==> src/rtl/bcd_serial_adder_if.sv <==
// ---------------------------------------------------------------------------
// bcd_serial_adder_if
//   Bundles the operand/handshake and result signals of bcd_serial_adder.
//   master : the block that issues operations (drives start/a/b/cin)
//   slave  : the adder itself (drives busy/done/sum/cout[/err])
// Signals
//   start  load request
//   a, b   BCD operands, 4*DIGITS bits, digit 0 in bits [3:0]
//   cin    decimal carry into digit 0
//   busy   adder is stepping through digits
//   done   one-cycle strobe, sum/cout valid
//   sum    BCD result
//   cout   decimal carry out of the top digit
//   err    invalid-digit flag (only when BCD_ERR_CHECK_EN is defined)
// ---------------------------------------------------------------------------
interface bcd_serial_adder_if #(
   parameter int DIGITS = 4
);
   logic                  start;
   logic [4*DIGITS-1:0]   a;
   logic [4*DIGITS-1:0]   b;
   logic                  cin;
   logic                  busy;
   logic                  done;
   logic [4*DIGITS-1:0]   sum;
   logic                  cout;
`ifdef BCD_ERR_CHECK_EN
   logic                  err;

   modport master (output start, a, b, cin, input busy, done, sum, cout, err);
   modport slave  (input start, a, b, cin, output busy, done, sum, cout, err);
`else
   modport master (output start, a, b, cin, input busy, done, sum, cout);
   modport slave  (input start, a, b, cin, output busy, done, sum, cout);
`endif
endinterface

==> src/rtl/bcd_serial_adder.sv <==
// ---------------------------------------------------------------------------
// bcd_serial_adder
//   Digit-serial BCD adder. One BCD digit per clock goes through a 4-bit
//   binary add followed by +6 decimal correction; the decimal carry ripples
//   from digit to digit through a carry register.
//   Optional feature macro: BCD_ERR_CHECK_EN (adds the err flag on the bus).
// Ports
//   clk    rising-edge clock
//   rst_n  asynchronous active-low reset
//   bus    bcd_serial_adder_if.slave: start/a/b/cin in, busy/done/sum/cout
//          (and err with BCD_ERR_CHECK_EN) out
// Timing
//   start sampled in IDLE or DONE; DIGITS ADD cycles follow; done is high for
//   one cycle in DONE. sum/cout hold until the next accepted start.
// ---------------------------------------------------------------------------
module bcd_serial_adder #(
   parameter int DIGITS = 4
) (
   input  logic               clk,
   input  logic               rst_n,
   bcd_serial_adder_if.slave  bus
);

   localparam int W     = 4 * DIGITS;
   localparam int IDX_W = (DIGITS > 1) ? $clog2(DIGITS) : 1;
   localparam logic [IDX_W-1:0] LAST_IDX = IDX_W'(DIGITS - 1);

   typedef enum logic [1:0] {
      IDLE = 2'd0,
      ADD  = 2'd1,
      DONE = 2'd2
   } state_t;

   state_t            state_q, state_d;
   logic [W-1:0]      a_sr, b_sr, sum_q;
   logic              carry_q, cout_q;
   logic [IDX_W-1:0]  idx_q;
   logic              accept;
   logic              busy_c, done_c;
   logic [4:0]        dig_res;
   logic              last_digit;

   // 4-bit add with carry-in, then +6 correction when the binary result
   // exceeds 9. Returns {decimal_carry, corrected_digit}.
   function automatic logic [4:0] bcd_digit_add(input logic [3:0] x,
                                                input logic [3:0] y,
                                                input logic       c);
      logic [4:0] t;
      t = {1'b0, x} + {1'b0, y} + {4'b0000, c};
      if (t > 5'd9)
         bcd_digit_add = {1'b1, t[3:0] + 4'd6};
      else
         bcd_digit_add = {1'b0, t[3:0]};
   endfunction

   assign dig_res    = bcd_digit_add(a_sr[3:0], b_sr[3:0], carry_q);
   assign last_digit = (idx_q == LAST_IDX);

   always_ff @(posedge clk or negedge rst_n) begin
      if (!rst_n) state_q <= IDLE;
      else        state_q <= state_d;
   end

   always_comb begin
      state_d = state_q;
      accept  = 1'b0;
      busy_c  = 1'b0;
      done_c  = 1'b0;
      case (state_q)
         IDLE: begin
            if (bus.start) begin
               accept  = 1'b1;
               state_d = ADD;
            end
         end
         ADD: begin
            busy_c = 1'b1;
            if (last_digit) state_d = DONE;
         end
         DONE: begin
            done_c = 1'b1;
            if (bus.start) begin
               accept  = 1'b1;
               state_d = ADD;
            end else begin
               state_d = IDLE;
            end
         end
         default: state_d = IDLE;
      endcase
   end

   always_ff @(posedge clk or negedge rst_n) begin
      if (!rst_n) begin
         a_sr    <= '0;
         b_sr    <= '0;
         sum_q   <= '0;
         carry_q <= 1'b0;
         cout_q  <= 1'b0;
         idx_q   <= '0;
      end else if (accept) begin
         a_sr    <= bus.a;
         b_sr    <= bus.b;
         carry_q <= bus.cin;
         idx_q   <= '0;
         sum_q   <= '0;
         cout_q  <= 1'b0;
      end else if (state_q == ADD) begin
         a_sr    <= a_sr >> 4;
         b_sr    <= b_sr >> 4;
         carry_q <= dig_res[4];
         idx_q   <= idx_q + IDX_W'(1);
         // New digit enters at the MSD end; after DIGITS shifts digit 0 sits
         // in bits [3:0].
         sum_q   <= (sum_q >> 4) | (W'(dig_res[3:0]) << (W - 4));
         if (last_digit) cout_q <= dig_res[4];
      end
   end

`ifdef BCD_ERR_CHECK_EN
   logic err_q;

   // Checked on the live digit of each shift register, so every latched
   // digit is seen exactly once before DONE.
   always_ff @(posedge clk or negedge rst_n) begin
      if (!rst_n)
         err_q <= 1'b0;
      else if (accept)
         err_q <= 1'b0;
      else if (state_q == ADD)
         err_q <= err_q | (a_sr[3:0] > 4'd9) | (b_sr[3:0] > 4'd9);
   end

   assign bus.err = err_q;
`endif

   assign bus.busy = busy_c;
   assign bus.done = done_c;
   assign bus.sum  = sum_q;
   assign bus.cout = cout_q;

endmodule

==> src/flat_wrapper.sv <==
// flat-port wrapper written by rule: the top's interface ports become plain ports
module bcd_serial_adder_flat 
#(
   parameter int DIGITS = 4
)
  (clk, rst_n, bus_start, bus_a, bus_b, bus_cin, bus_busy, bus_done, bus_sum, bus_cout);
  bcd_serial_adder_if #(.DIGITS(DIGITS)) bus_i ();
  input  logic clk;
  input  logic rst_n;
  input wire logic [$bits(bus_i.start)-1:0] bus_start;
  input wire logic [$bits(bus_i.a)-1:0] bus_a;
  input wire logic [$bits(bus_i.b)-1:0] bus_b;
  input wire logic [$bits(bus_i.cin)-1:0] bus_cin;
  output wire logic [$bits(bus_i.busy)-1:0] bus_busy;
  output wire logic [$bits(bus_i.done)-1:0] bus_done;
  output wire logic [$bits(bus_i.sum)-1:0] bus_sum;
  output wire logic [$bits(bus_i.cout)-1:0] bus_cout;
  assign bus_i.start = bus_start;
  assign bus_i.a = bus_a;
  assign bus_i.b = bus_b;
  assign bus_i.cin = bus_cin;
  assign bus_busy = bus_i.busy;
  assign bus_done = bus_i.done;
  assign bus_sum = bus_i.sum;
  assign bus_cout = bus_i.cout;
  bcd_serial_adder #(.DIGITS(DIGITS)) u_core (.clk(clk), .rst_n(rst_n), .bus(bus_i));
endmodule
==> config.mk <==
export PLATFORM = sky130hd
export DESIGN_NAME = bcd_serial_adder_flat
export DESIGN_NICKNAME = d
export VERILOG_FILES = /design/src/rtl/bcd_serial_adder_if.sv /design/src/rtl/bcd_serial_adder.sv /design/src/flat_wrapper.sv
export SDC_FILE = /design/constraint.sdc
export NUM_CORES = 1
export LEC_CHECK = 0
export CAP_MARGIN = 25
export CORE_ASPECT_RATIO = 0.8
export CORE_MARGIN = 1
export CORE_UTILIZATION = 49
export DETAILED_ROUTE_END_ITERATION = 12
export GPL_ROUTABILITY_DRIVEN = 0
export PLACE_DENSITY = 0.78
export SLEW_MARGIN = 15
export SYNTH_ARGS = -nofsm -noshare
export SYNTH_HDL_FRONTEND = slang
export SYNTH_SLANG_ARGS = --single-unit
==> constraint.sdc <==
create_clock -name clk -period 2.9 [get_ports clk]
set_input_delay 0.58 -clock clk [delete_from_list [all_inputs] [get_ports clk]]
set_output_delay 0.58 -clock clk [all_outputs]
set_load 0.1 [all_outputs]
==> impl_results.md <==
- TritonCTS buffer count: 5
- Die ar.: 5170 um2
- Final Setup Violations: 0
- Ys async rst share: 100.0%
- Most common cell after layout, fill and taps aside: dfrtp_1
- Vias in the first global route: roughly 1900
- Final #Nets: 314
- TritonCTS clock tree: done
- Post-Syn Area: roughly 2400 um2
- Kind of critical path: flip-flop to flip-flop
- Worst Skew: roughly 0.013 ns
- Largest net degree at the start of global routing: 42
- Startpoint type of the worst setup path: flip-flop
- Yosys reg bits: 54
- Fraction of layout cells with a size suffix above 1: between 10% and 20%
- Vias/cell: around 5.7
- Arr. time, crit path: ~3.0 ns
- Remaining global-route overflow: 0
- Via count: 1899
- Post-DP Area: 2939 um2
- Leading area contributor after synthesis: dfrtp_1
- Critical Path Max Stage Delay: roughly 0.47 ns
- Synth top area cells: dfrtp_1 56%, a22oi_1 8.2%, a22o_1 8.1%
- Worst Setup End Kind: flip-flop
- Outcome: completed
- Worst path cell trace: fa_1, fa_1, xnor2_2, ha_1, nor2b_1, a31oi_1, o2111a_1, nor3_1
- Detailed router's first-iteration violation count: 195
- Most used cell, CP: fa_1
- Max H-tree Level: 2
- Die width: about 80 um
- Final period utilization: around 94%
- Port Buf Inserts: 54
- Sequential share of the synthesized area: 56.46%
- Post-CTS setup buffers: 0
- First-pass GRT wire length: between 8000 and 9000 um
- Hpwl dp: roughly 3500 um
- Rel. slew slack: 69.97%
- Most frequent cells in the layout: 54 x dfrtp_1, 50 x nand2_1, 34 x clkdlybuf4s50_1, 26 x a22oi_1, 23 x buf_4
- Fin. Hold Viols: 0
- Max Freq: 0.3653 GHz
- Final instance area: 3068 um2
- Slowest-stage cell, CP: fa_1
- WL/cell: 15.53 um
- Final min period: around 2.7 ns
- Initial Util: 51.45%
- Non-filler cells, final: ~330
- Syn Nets: ~260
- Post-Syn Instances: 220
- Residual DRC: 0
- Routed Antenna Nets: 0
- Rows: 22
- Synth Flop Type: dfrtp_1
- Worst skew pair latency: between 0.3 and 0.4 ns
- Synth cell types: 37
- CP Data Required Time: roughly 3.1 ns
- Worst slew pin tran: about 0.45 ns
- Post-synth EDFFs: 0
- # diodes: 0
- HP Class: input port to async pin
- Chip height: ~65 um
- Total track usage: a little over a fifth
- Area growth, synth to finish: 28.18%
- Dpl ws: a little under 0.2 ns
- Setup ws final: approximately 0.16 ns
- Synth Warn #: 0
- Synth top area share: a little under three fifths
- Clock tree buffer depth: 2
- Clk pin slew, worst setup/hold paths: ~0.1 ns
- Setup TNS: 0 ns
- Root Driver: clkbuf_8
- Final WL: 5156 um
- DP Cell Count: roughly 320
- Slew Limit Fails: 0
- Top Ports: 55
- CP Max Fanout: 4
- Mean Syn Cell Area: between 10 and 15 um2
- Initial antenna violation count: 0
- Max-cap violation count: 0
- Initial DRT Pass Iterations: 4
- Core Box Area: 4652 um2
- CTS Sinks: 54
## Yosys cell counts (all sizes together) (3+ instances only)
| master | n |
|---|---|
| a22oi | 26 |
| ha | 5 |
| a22o | 22 |
| nand2b | 4 |
| nor2 | 5 |
| clkbuf | 7 |
| o21ai | 4 |
| nand3 | 4 |
| nand2 | 50 |
| a31oi | 3 |
| buf | 8 |
| nor2b | 3 |
| dfrtp | 54 |
| a21oi | 3 |
| inv | 3 |
## cell families after synthesis
| kind of cell | count (synthesis) | synth area share (%) |
|---|---|---|
| XOR/XNOR | 1 | 0.3660 |
| AND/OR/NAND/NOR | 74 | 13.80 |
| adder cells (fa/ha/maj) | 7 | 4.287 |
| flip-flops | 54 | 56.46 |
| buffers and inverters | 18 | 3.607 |
| AO/OA/AOI/OAI | 66 | 21.48 |
## per-layer routing
metal / track usage [%] / share of wire (%) / vias up
li1: - / - / 897
met1: 30.98 / 47 / 935
met2: 33.44 / 45 / 63
met3: 5.070 / 7.3 / 4
met4: 6.250 / 0.81 / 0
met5: 0 / 0 / -
## sequential cells by signal, indices dropped and copies added, names as in the netlist
| name | count |
|---|---|
| u_core.carry_q | 1 |
| u_core.a_sr | 16 |
| u_core.state_q | 2 |
| u_core.b_sr | 16 |
| u_core.idx_q | 2 |
| u_core.bus.sum | 16 |
| u_core.bus.cout | 1 |
## stage by stage
stage               utilization, %  hold WS (ns)
floorplan                        -        0.2844
global placement             63.18        0.4592
detailed placement           63.18        0.4644
CTS                          65.79        0.2098
global route                 65.95        0.2310
finish                       65.95        0.2031
## worst max-delay path: cells and delay by family (launching register included)
kind / cells / cell delay, ns
fa+ha+maj: 3 / 1.16
flops: 1 / 0.43
simple gates: 2 / 0.41
compound gates: 2 / 0.41
xor+xnor: 1 / 0.25
## final timing paths
kind	from	to	slack, ns	cells after the start
max	u_core.carry_q$_DFFE_PN0P_	u_core.bus.sum[15]$_DFFE_PN0P_	0.16	8
max reg2reg	u_core.carry_q$_DFFE_PN0P_	u_core.bus.sum[15]$_DFFE_PN0P_	0.16	8
min reg2reg	u_core.idx_q[0]$_DFFE_PN0P_	u_core.idx_q[0]$_DFFE_PN0P_	0.49	1
min	rst_n	u_core.bus.sum[5]$_DFFE_PN0P_	0.20	1
min in group clk	u_core.idx_q[0]$_DFFE_PN0P_	u_core.idx_q[0]$_DFFE_PN0P_	0.49	1
max in group asynchronous	rst_n	u_core.b_sr[3]$_DFFE_PN0P_	1.89	2
## timing repair
| action | 4_1_cts | 5_1_grt |
|---|---|---|
| hold buffers | 0 | 0 |
| gates resized for setup | 0 | 1 |
| setup endpoints to repair | 0 | 1 |
## area by class of cell
type	count	area [um2]
Clock inverter	2	38.79
Multi-Input combinational cell	148	970.9
Fill cell	390	1584
Sequential cell	54	1351
Clock buffer	6	82.58
Inverter	3	11.26
Tap cell	60	75.07
Timing Repair Buffer	59	538.0
Power is not shown: default switching activity piles up to over one toggle a cycle in this logic, so the estimate is an artifact.
